**config.mk**
```make
export PLATFORM = sky130hd
export DESIGN_NAME = axis_bram_bridge
export DESIGN_NICKNAME = d
export VERILOG_FILES = /design/src/rtl/axis_bridge_pkg.sv /design/src/rtl/axis_skid_buffer.sv /design/src/rtl/axis_bram_bridge.sv
export SDC_FILE = /design/constraint.sdc
export NUM_CORES = 1
export LEC_CHECK = 0
export ABC_CLOCK_PERIOD_IN_PS = 5300
export BUFFER_PORTS_ARGS = -buffer_cell sky130_fd_sc_hd__buf_4
export CORE_AREA = 3 3 142 144
export CTS_BUF_LIST = sky130_fd_sc_hd__clkbuf_4 sky130_fd_sc_hd__clkbuf_8
export CTS_CLUSTER_SIZE = 28
export DETAILED_ROUTE_END_ITERATION = 6
export DIE_AREA = 0 0 145 147
export GPL_TIMING_DRIVEN = 0
export PLACE_DENSITY = 0.67
export SLEW_MARGIN = 15
export SYNTH_ARGS = -nofsm -noshare
export SYNTH_HDL_FRONTEND = slang
export SYNTH_SLANG_ARGS = --single-unit
```
**constraint.sdc**
```tcl
create_clock -name aclk -period 5.3 [get_ports aclk]
set_input_delay 0.795 -clock aclk [delete_from_list [all_inputs] [get_ports aclk]]
set_output_delay 0.795 -clock aclk [all_outputs]
set_load 0.01 [all_outputs]
```
**src/rtl/axis_bridge_pkg.sv**
```systemverilog
// axis_bridge_pkg: shared FSM states, command opcodes and bank-index width for the AXIS/BRAM bridge.
package axis_bridge_pkg;
  localparam int BANK_W = 8;
  localparam logic OP_WRITE = 1'b0;
  localparam logic OP_READ = 1'b1;
  typedef enum logic [2:0] {IDLE, WR_XFER, RD_HDR, RD_XFER, RD_DRAIN, DONE} state_t;
endpackage

```
**src/rtl/axis_skid_buffer.sv**
```systemverilog
// axis_skid_buffer: 2-entry in-order buffer; entry 0 is the head presented downstream.
module axis_skid_buffer #(
  parameter int W = 17
) (
  input  logic         clk,
  input  logic         rst,
  input  logic         push,
  input  logic         pop,
  input  logic [W-1:0] din,
  output logic [W-1:0] dout,
  output logic [1:0]   count
);
  logic [W-1:0] m0_q, m0_d, m1_q, m1_d;
  logic [1:0] cnt_q, cnt_d;
  assign dout = m0_q;
  assign count = cnt_q;
  always_comb begin
    cnt_d = cnt_q + 2'(push) - 2'(pop);
    m0_d = pop ? m1_q : m0_q;
    m1_d = m1_q;
    if (push && cnt_q - 2'(pop) == 2'd0) m0_d = din;
    else if (push) m1_d = din;
  end
  always_ff @(posedge clk) begin
    if (rst) begin
      m0_q <= '0;
      m1_q <= '0;
      cnt_q <= '0;
    end else begin
      m0_q <= m0_d;
      m1_q <= m1_d;
      cnt_q <= cnt_d;
    end
  end
endmodule

```
**src/rtl/axis_bram_bridge.sv**
```systemverilog
// axis_bram_bridge: moves AXI-stream words into banked BRAMs and streams BRAM contents back out.
// Define AXIS_BRAM_BRIDGE_HDR_EN to compile in header-word injection ahead of read data.
module axis_bram_bridge
  import axis_bridge_pkg::*;
#(
  parameter int DATA_WIDTH = 16,
  parameter int ADDR_WIDTH = 9,
  parameter int WR_BANKS   = 16,
  parameter int RD_BANKS   = 8,
  parameter int HDR_WORDS  = 6
) (
  input  logic                            aclk,
  input  logic                            areset,
  input  logic                            cmd_valid,
  output logic                            cmd_ready,
  input  logic                            cmd_op,
  input  logic [BANK_W-1:0]               cmd_bank_start,
  input  logic [BANK_W-1:0]               cmd_bank_end,
  input  logic [ADDR_WIDTH-1:0]           cmd_addr_start,
  input  logic [15:0]                     cmd_addr_count,
  input  logic                            cmd_hdr_en,
  input  logic [HDR_WORDS*DATA_WIDTH-1:0] hdr_data_flat,
  input  logic [DATA_WIDTH-1:0]           s_axis_tdata,
  input  logic                            s_axis_tvalid,
  output logic                            s_axis_tready,
  input  logic                            s_axis_tlast,
  output logic [DATA_WIDTH-1:0]           m_axis_tdata,
  output logic                            m_axis_tvalid,
  input  logic                            m_axis_tready,
  output logic                            m_axis_tlast,
  output logic [DATA_WIDTH-1:0]           bram_wr_data,
  output logic [ADDR_WIDTH-1:0]           bram_wr_addr,
  output logic [WR_BANKS-1:0]             bram_wr_en,
  output logic [ADDR_WIDTH-1:0]           bram_rd_addr,
  output logic                            bram_rd_en,
  input  logic [RD_BANKS*DATA_WIDTH-1:0]  bram_rd_data_flat,
  output logic                            done,
  output logic                            cmd_err,
  output logic                            busy
);
  state_t state_q, state_d;
  logic [BANK_W-1:0] bank_q, bank_d, bank_end_q, bank_end_d, pend_bank_q, pend_bank_d;
  logic [ADDR_WIDTH-1:0] addr_q, addr_d, addr_start_q, addr_start_d;
  logic [15:0] count_q, count_d, cnt_q, cnt_d;
  logic [DATA_WIDTH-1:0] pend_word_q, pend_word_d;
  logic pend_q, pend_d, pend_hdr_q, pend_hdr_d, pend_last_q, pend_last_d, err_q, err_d;
  logic [1:0] sb_cnt;
  logic [DATA_WIDTH:0] sb_din, sb_dout;
  logic wr_fire, sb_pop, slot_free, word_last, bank_last, bad_cmd, unused_in;
`ifdef AXIS_BRAM_BRIDGE_HDR_EN
  logic [HDR_WORDS*DATA_WIDTH-1:0] hdr_q, hdr_d;
  logic [7:0] hdr_idx_q, hdr_idx_d;
  assign unused_in = s_axis_tlast;
`else
  assign unused_in = ^{s_axis_tlast, cmd_hdr_en, hdr_data_flat};
`endif
  assign wr_fire = state_q == WR_XFER && s_axis_tvalid;
  assign sb_pop = m_axis_tvalid && m_axis_tready;
  // a request issued now lands next cycle, so count what the buffer will hold by then
  assign slot_free = 3'(sb_cnt) + 3'(pend_q) - 3'(sb_pop) < 3'd2;
  assign word_last = cnt_q == count_q - 16'd1;
  assign bank_last = bank_q == bank_end_q;
  assign bad_cmd = cmd_bank_end < cmd_bank_start || cmd_addr_count == 16'd0 ||
                   32'(cmd_bank_end) >= 32'(cmd_op == OP_READ ? RD_BANKS : WR_BANKS);
  assign cmd_ready = state_q == IDLE;
  assign busy = state_q != IDLE;
  assign done = state_q == DONE;
  assign cmd_err = err_q;
  assign s_axis_tready = state_q == WR_XFER;
  assign bram_wr_en = wr_fire ? WR_BANKS'(1) << bank_q : '0;
  assign bram_wr_data = wr_fire ? s_axis_tdata : '0;
  assign bram_wr_addr = addr_q;
  assign bram_rd_addr = addr_q;
  assign bram_rd_en = state_q == RD_XFER && slot_free;
  assign sb_din = {pend_last_q, pend_hdr_q ? pend_word_q : bram_rd_data_flat[pend_bank_q*DATA_WIDTH +: DATA_WIDTH]};
  assign m_axis_tvalid = sb_cnt != 2'd0;
  assign m_axis_tdata = sb_dout[DATA_WIDTH-1:0];
  assign m_axis_tlast = sb_dout[DATA_WIDTH];
  always_comb begin
    state_d = state_q;
    bank_d = bank_q;
    bank_end_d = bank_end_q;
    addr_d = addr_q;
    addr_start_d = addr_start_q;
    count_d = count_q;
    cnt_d = cnt_q;
    pend_d = 1'b0;
    pend_hdr_d = 1'b0;
    pend_last_d = 1'b0;
    pend_bank_d = bank_q;
    pend_word_d = pend_word_q;
    err_d = 1'b0;
`ifdef AXIS_BRAM_BRIDGE_HDR_EN
    hdr_d = hdr_q;
    hdr_idx_d = hdr_idx_q;
`endif
    case (state_q)
      IDLE: if (cmd_valid) begin
        err_d = bad_cmd;
        if (!bad_cmd) begin
          bank_d = cmd_bank_start;
          bank_end_d = cmd_bank_end;
          addr_d = cmd_addr_start;
          addr_start_d = cmd_addr_start;
          count_d = cmd_addr_count;
          cnt_d = '0;
`ifdef AXIS_BRAM_BRIDGE_HDR_EN
          hdr_d = hdr_data_flat;
          hdr_idx_d = '0;
          state_d = cmd_op == OP_WRITE ? WR_XFER : cmd_hdr_en ? RD_HDR : RD_XFER;
`else
          state_d = cmd_op == OP_WRITE ? WR_XFER : RD_XFER;
`endif
        end
      end
`ifdef AXIS_BRAM_BRIDGE_HDR_EN
      RD_HDR: if (slot_free) begin
        pend_d = 1'b1;
        pend_hdr_d = 1'b1;
        pend_word_d = hdr_q[hdr_idx_q*DATA_WIDTH +: DATA_WIDTH];
        hdr_idx_d = hdr_idx_q + 8'd1;
        state_d = hdr_idx_q == 8'(HDR_WORDS-1) ? RD_XFER : RD_HDR;
      end
`endif
      RD_DRAIN: state_d = !pend_q && sb_cnt == 2'd0 ? DONE : RD_DRAIN;
      DONE: state_d = IDLE;
      default: ;
    endcase
    if (wr_fire || bram_rd_en) begin
      cnt_d = word_last ? '0 : cnt_q + 16'd1;
      addr_d = word_last ? addr_start_q : addr_q + ADDR_WIDTH'(1);
      bank_d = word_last && !bank_last ? bank_q + BANK_W'(1) : bank_q;
      if (word_last && bank_last) state_d = state_q == WR_XFER ? DONE : RD_DRAIN;
      pend_d = bram_rd_en;
      pend_last_d = bram_rd_en && word_last && bank_last;
    end
  end
  always_ff @(posedge aclk) begin
    if (areset) begin
      state_q <= IDLE;
      bank_q <= '0;
      bank_end_q <= '0;
      pend_bank_q <= '0;
      addr_q <= '0;
      addr_start_q <= '0;
      count_q <= '0;
      cnt_q <= '0;
      pend_word_q <= '0;
      pend_q <= 1'b0;
      pend_hdr_q <= 1'b0;
      pend_last_q <= 1'b0;
      err_q <= 1'b0;
    end else begin
      state_q <= state_d;
      bank_q <= bank_d;
      bank_end_q <= bank_end_d;
      pend_bank_q <= pend_bank_d;
      addr_q <= addr_d;
      addr_start_q <= addr_start_d;
      count_q <= count_d;
      cnt_q <= cnt_d;
      pend_word_q <= pend_word_d;
      pend_q <= pend_d;
      pend_hdr_q <= pend_hdr_d;
      pend_last_q <= pend_last_d;
      err_q <= err_d;
    end
  end
`ifdef AXIS_BRAM_BRIDGE_HDR_EN
  always_ff @(posedge aclk) begin
    if (areset) begin
      hdr_q <= '0;
      hdr_idx_q <= '0;
    end else begin
      hdr_q <= hdr_d;
      hdr_idx_q <= hdr_idx_d;
    end
  end
`endif
  axis_skid_buffer #(.W(DATA_WIDTH + 1)) u_skid (
    .clk(aclk),
    .rst(areset),
    .push(pend_q),
    .pop(sb_pop),
    .din(sb_din),
    .dout(sb_dout),
    .count(sb_cnt)
  );
endmodule
```
==> metrics.yaml <==
synth:
  synth-edff-count: 0
  synth.distinct_cells: 63
  netlist_instances: 816
  syn_avg_cell_area_um2: 8.565
  yosysSeqAreaShare: 0.3237
  syn-num-nets: 1122
  async_flop_share: 0
  synth_seq_cells: 113
  yosys_most_used_dff: "dfxtp_1"
  ys_warn_count: 0
  syn-cell-area_mm2: 0.006989
timing:
  finalSetupViolCount: 0
  finalClockSkew_ps: 13.66
  setup-tns-final_ps: 0
  min_period_over_period: 0.8970
  fmax_mhz: 210.4
  setup_ws_ps: 546.1
  period_minus_slack_ps: 4754
  hold_viol: 0
  tightest_slew_ps: 991.8
  rsz0062_at_grt: "false"
  max_slew_margin: 0.3388
  maxSlewViolCount: 0
placed_design:
  numPortBuffers: 264
  dp_hpwl_um: 20280
  finalWeightedCongestion: 0.9504
  place_ws_ps: 296.5
status:
  status: "completed"
power:
  seq_power_share: 0.431
  internal_power_mw: 1.472
  ir_worst_vdd_mv: 0.1430
  p_leak_nw: 3.977
  p_sw_mw: 0.5236
  swShare: 0.2624
  comb_power_share: 0.149
  pwr-share-clk: 0.420
  power.density_mw_per_mm2: 205.5
clocking:
  cts.path.max_buffers: 2
  clock-sinks: 113
  cts_root_buffer: "clkbuf_8"
  cts_buffers: 17
  cts_tree: "built"
  ctsResizeCount: 0
  ctsHoldBuffers: 0
  path_clk_slew_ps: 80
  htree_levels: 4
  post_cts_buffers: 0
  clk_latency_ps: 440
floorplan:
  rows: 50
  die-area_mm2: 0.02132
  die_h_um: 147
  die_x_um: 145
  start_util: 0.3712
  core-area_mm2: 0.01883
  io_pins: 363
worst_setup_path:
  crit_slowest_cell: "clkbuf_1"
  required_ps: 4510
  slowest_delay_ps: 600
  cp.arrival_ps: 3960
  crit_family: "simple AND/OR/NAND/NOR gates"
  crit_path_start_kind: "flip-flop"
  endpoint_kind: "output pin"
  path_cells: "inv_1 > nand2_1 > nand2_1 > clkbuf_1 > inv_1 > ha_1 > inv_1 > ha_1 > fa_1 > nand4bb_1 > nor2_1 > buf_4"
  worst-path-buf-inv: 5
  crit_fanout: 10
  crit_top_cell: "inv_1"
  crit_type: "reg -> out"
finish:
  nets: 1405
  diodes: 0
  final_cell_mix: "buf_4, nand2_1, dfxtp_1"
  area_growth_pct: 38.94
  layout_commonest_cell: "buf_4"
  drive_gt1_frac: 0.3219
global_route:
  grt_max_degree: 17
  grt_pass1_wl_um: 38780
  grt_pass1_vias: 7126
  antenna_found_initial: 0
  grt_usage: 0.2291
  overflow: 0
routing:
  route.detailed.drc: 0
  vias_per_cell: 5.157
  ant_nets: 0
  first_pass_iters: 5
  wire_per_inst_um: 18.33
  totalWireLength_um: 25150
  vias: 7076
  drt_iter0_drc: 480
min_path:
  hold_class: "reg -> reg"
flow_run:
  drv_cap: 0
[layer usage]
metal / routed length [um] / vias up / GRT usage
met5: 0 / - / 0
met2: 11700 / 236 / 0.3615
li1: - / 3453 / -
met3: 1371 / 37 / 0.04195
met4: 545 / 0 / 0.06651
met1: 11530 / 3350 / 0.3226
[sequential cells by signal (all words and copies together) (netlist names)]
signal / flops
count_q: 16
u_skid.dout: 17
pend_last_q: 1
addr_start_q: 9
state_q: 3
bank_end_q: 8
bram_rd_addr: 9
bank_q: 8
pend_bank_q: 5
cmd_err: 1
cnt_q: 16
u_skid.m1_q: 17
u_skid.count: 2
pend_q: 1
[worst paths after layout]
| check | slack (ps) | cells past startpoint | endpoint | start |
|---|---|---|---|---|
| min reg2reg | 450 | 2 | u_skid.m1_q[16]$_SDFFE_PP0P_ | pend_last_q$_SDFF_PP0_ |
| min | 450 | 2 | u_skid.m1_q[16]$_SDFFE_PP0P_ | pend_last_q$_SDFF_PP0_ |
| max reg2reg | 560 | 17 | cnt_q[14]$_SDFFE_PP0P_ | u_skid.count[1]$_SDFF_PP0_ |
| max | 550 | 12 | bram_rd_en | u_skid.count[1]$_SDFF_PP0_ |
[cells by family after synthesis]
kind of cell               after synthesis  share of synthesized area
xor gates and xnor gates                49                    0.06140
muxes                                   78                     0.1697
buffers and inverters                   89                    0.05675
adders and majority gates               17                    0.03151
DFF                                    113                     0.3237
AOI/OAI and AO/OA                      138                     0.1300
and+or+nand+nor                        332                     0.2270
[synth_stat cells (2+ instances only)]
cell type	number	area, um^2
nand2_1	120	450.4
dfxtp_1	113	2262
nor2_1	77	289.0
a21oi_1	65	325.3
mux2i_1	45	450.4
clkbuf_1	41	153.9
xnor2_1	34	297.8
mux4_2	32	720.7
and2_1	24	150.1
inv_1	24	90.09
nor3_1	22	110.1
nand3_1	21	105.1
a211oi_1	20	150.1
ha_1	16	200.2
xor2_1	15	131.4
nand4_1	13	81.33
buf_4	10	75.07
o22ai_1	10	62.56
a22oi_1	9	67.56
nor2b_1	9	56.30
nor4_1	9	56.30
and3_1	8	50.05
buf_1	8	30.03
nand2b_1	5	31.28
o21ai_0	5	25.02
or2_2	4	25.02
or3_1	4	25.02
a21o_1	3	22.52
buf_6	3	33.78
nand3b_1	3	22.52
o311ai_0	3	26.28
o31ai_1	3	22.52
o32ai_1	3	26.28
a211o_1	2	17.52
a211o_2	2	20.02
and4_1	2	17.52
nor3b_1	2	15.01
o21a_1	2	15.01
[power groups by stage]
stage	clock (mW)	combinational, mW	sequential [mW]
finish	0.837	0.298	0.860
global route	0.895	0.321	0.861
CTS	0.857	0.297	0.860
detailed placement	0	0.295	0.880
global placement	0	0.294	0.880
floorplan	0	0.131	0.879
[worst min-delay path, stage by stage (launching register included)]
cell and delay, ps:
dfxtp_1 310, nand2_1 50, a21oi_1 50
[cell type report]
type | count | area [um^2]
inverter | 25 | 93.84
tap | 260 | 325.3
clock buffer | 19 | 261.5
fill | 1836 | 9120
timing repair buffer | 264 | 1982
sequential | 113 | 2262
multi-input combinational | 614 | 4330
clock inverter | 13 | 152.6
buffer | 64 | 302.8
[per-stage QoR]
step                std cells  hold WS [ps]  power, mW    util  area, um^2
floorplan                 816         432.2      1.010       -        6989
global placement         1340         442.4      1.174  0.4937        9296
detailed placement       1340         445.6      1.175  0.4937        9296
CTS                      1372         455.3      2.014  0.5157        9711
global route             1372         478.4      2.077  0.5157        9711
finish                   1372         452.7      1.996  0.5157        9711
Power figures use the tool's default switching activity.
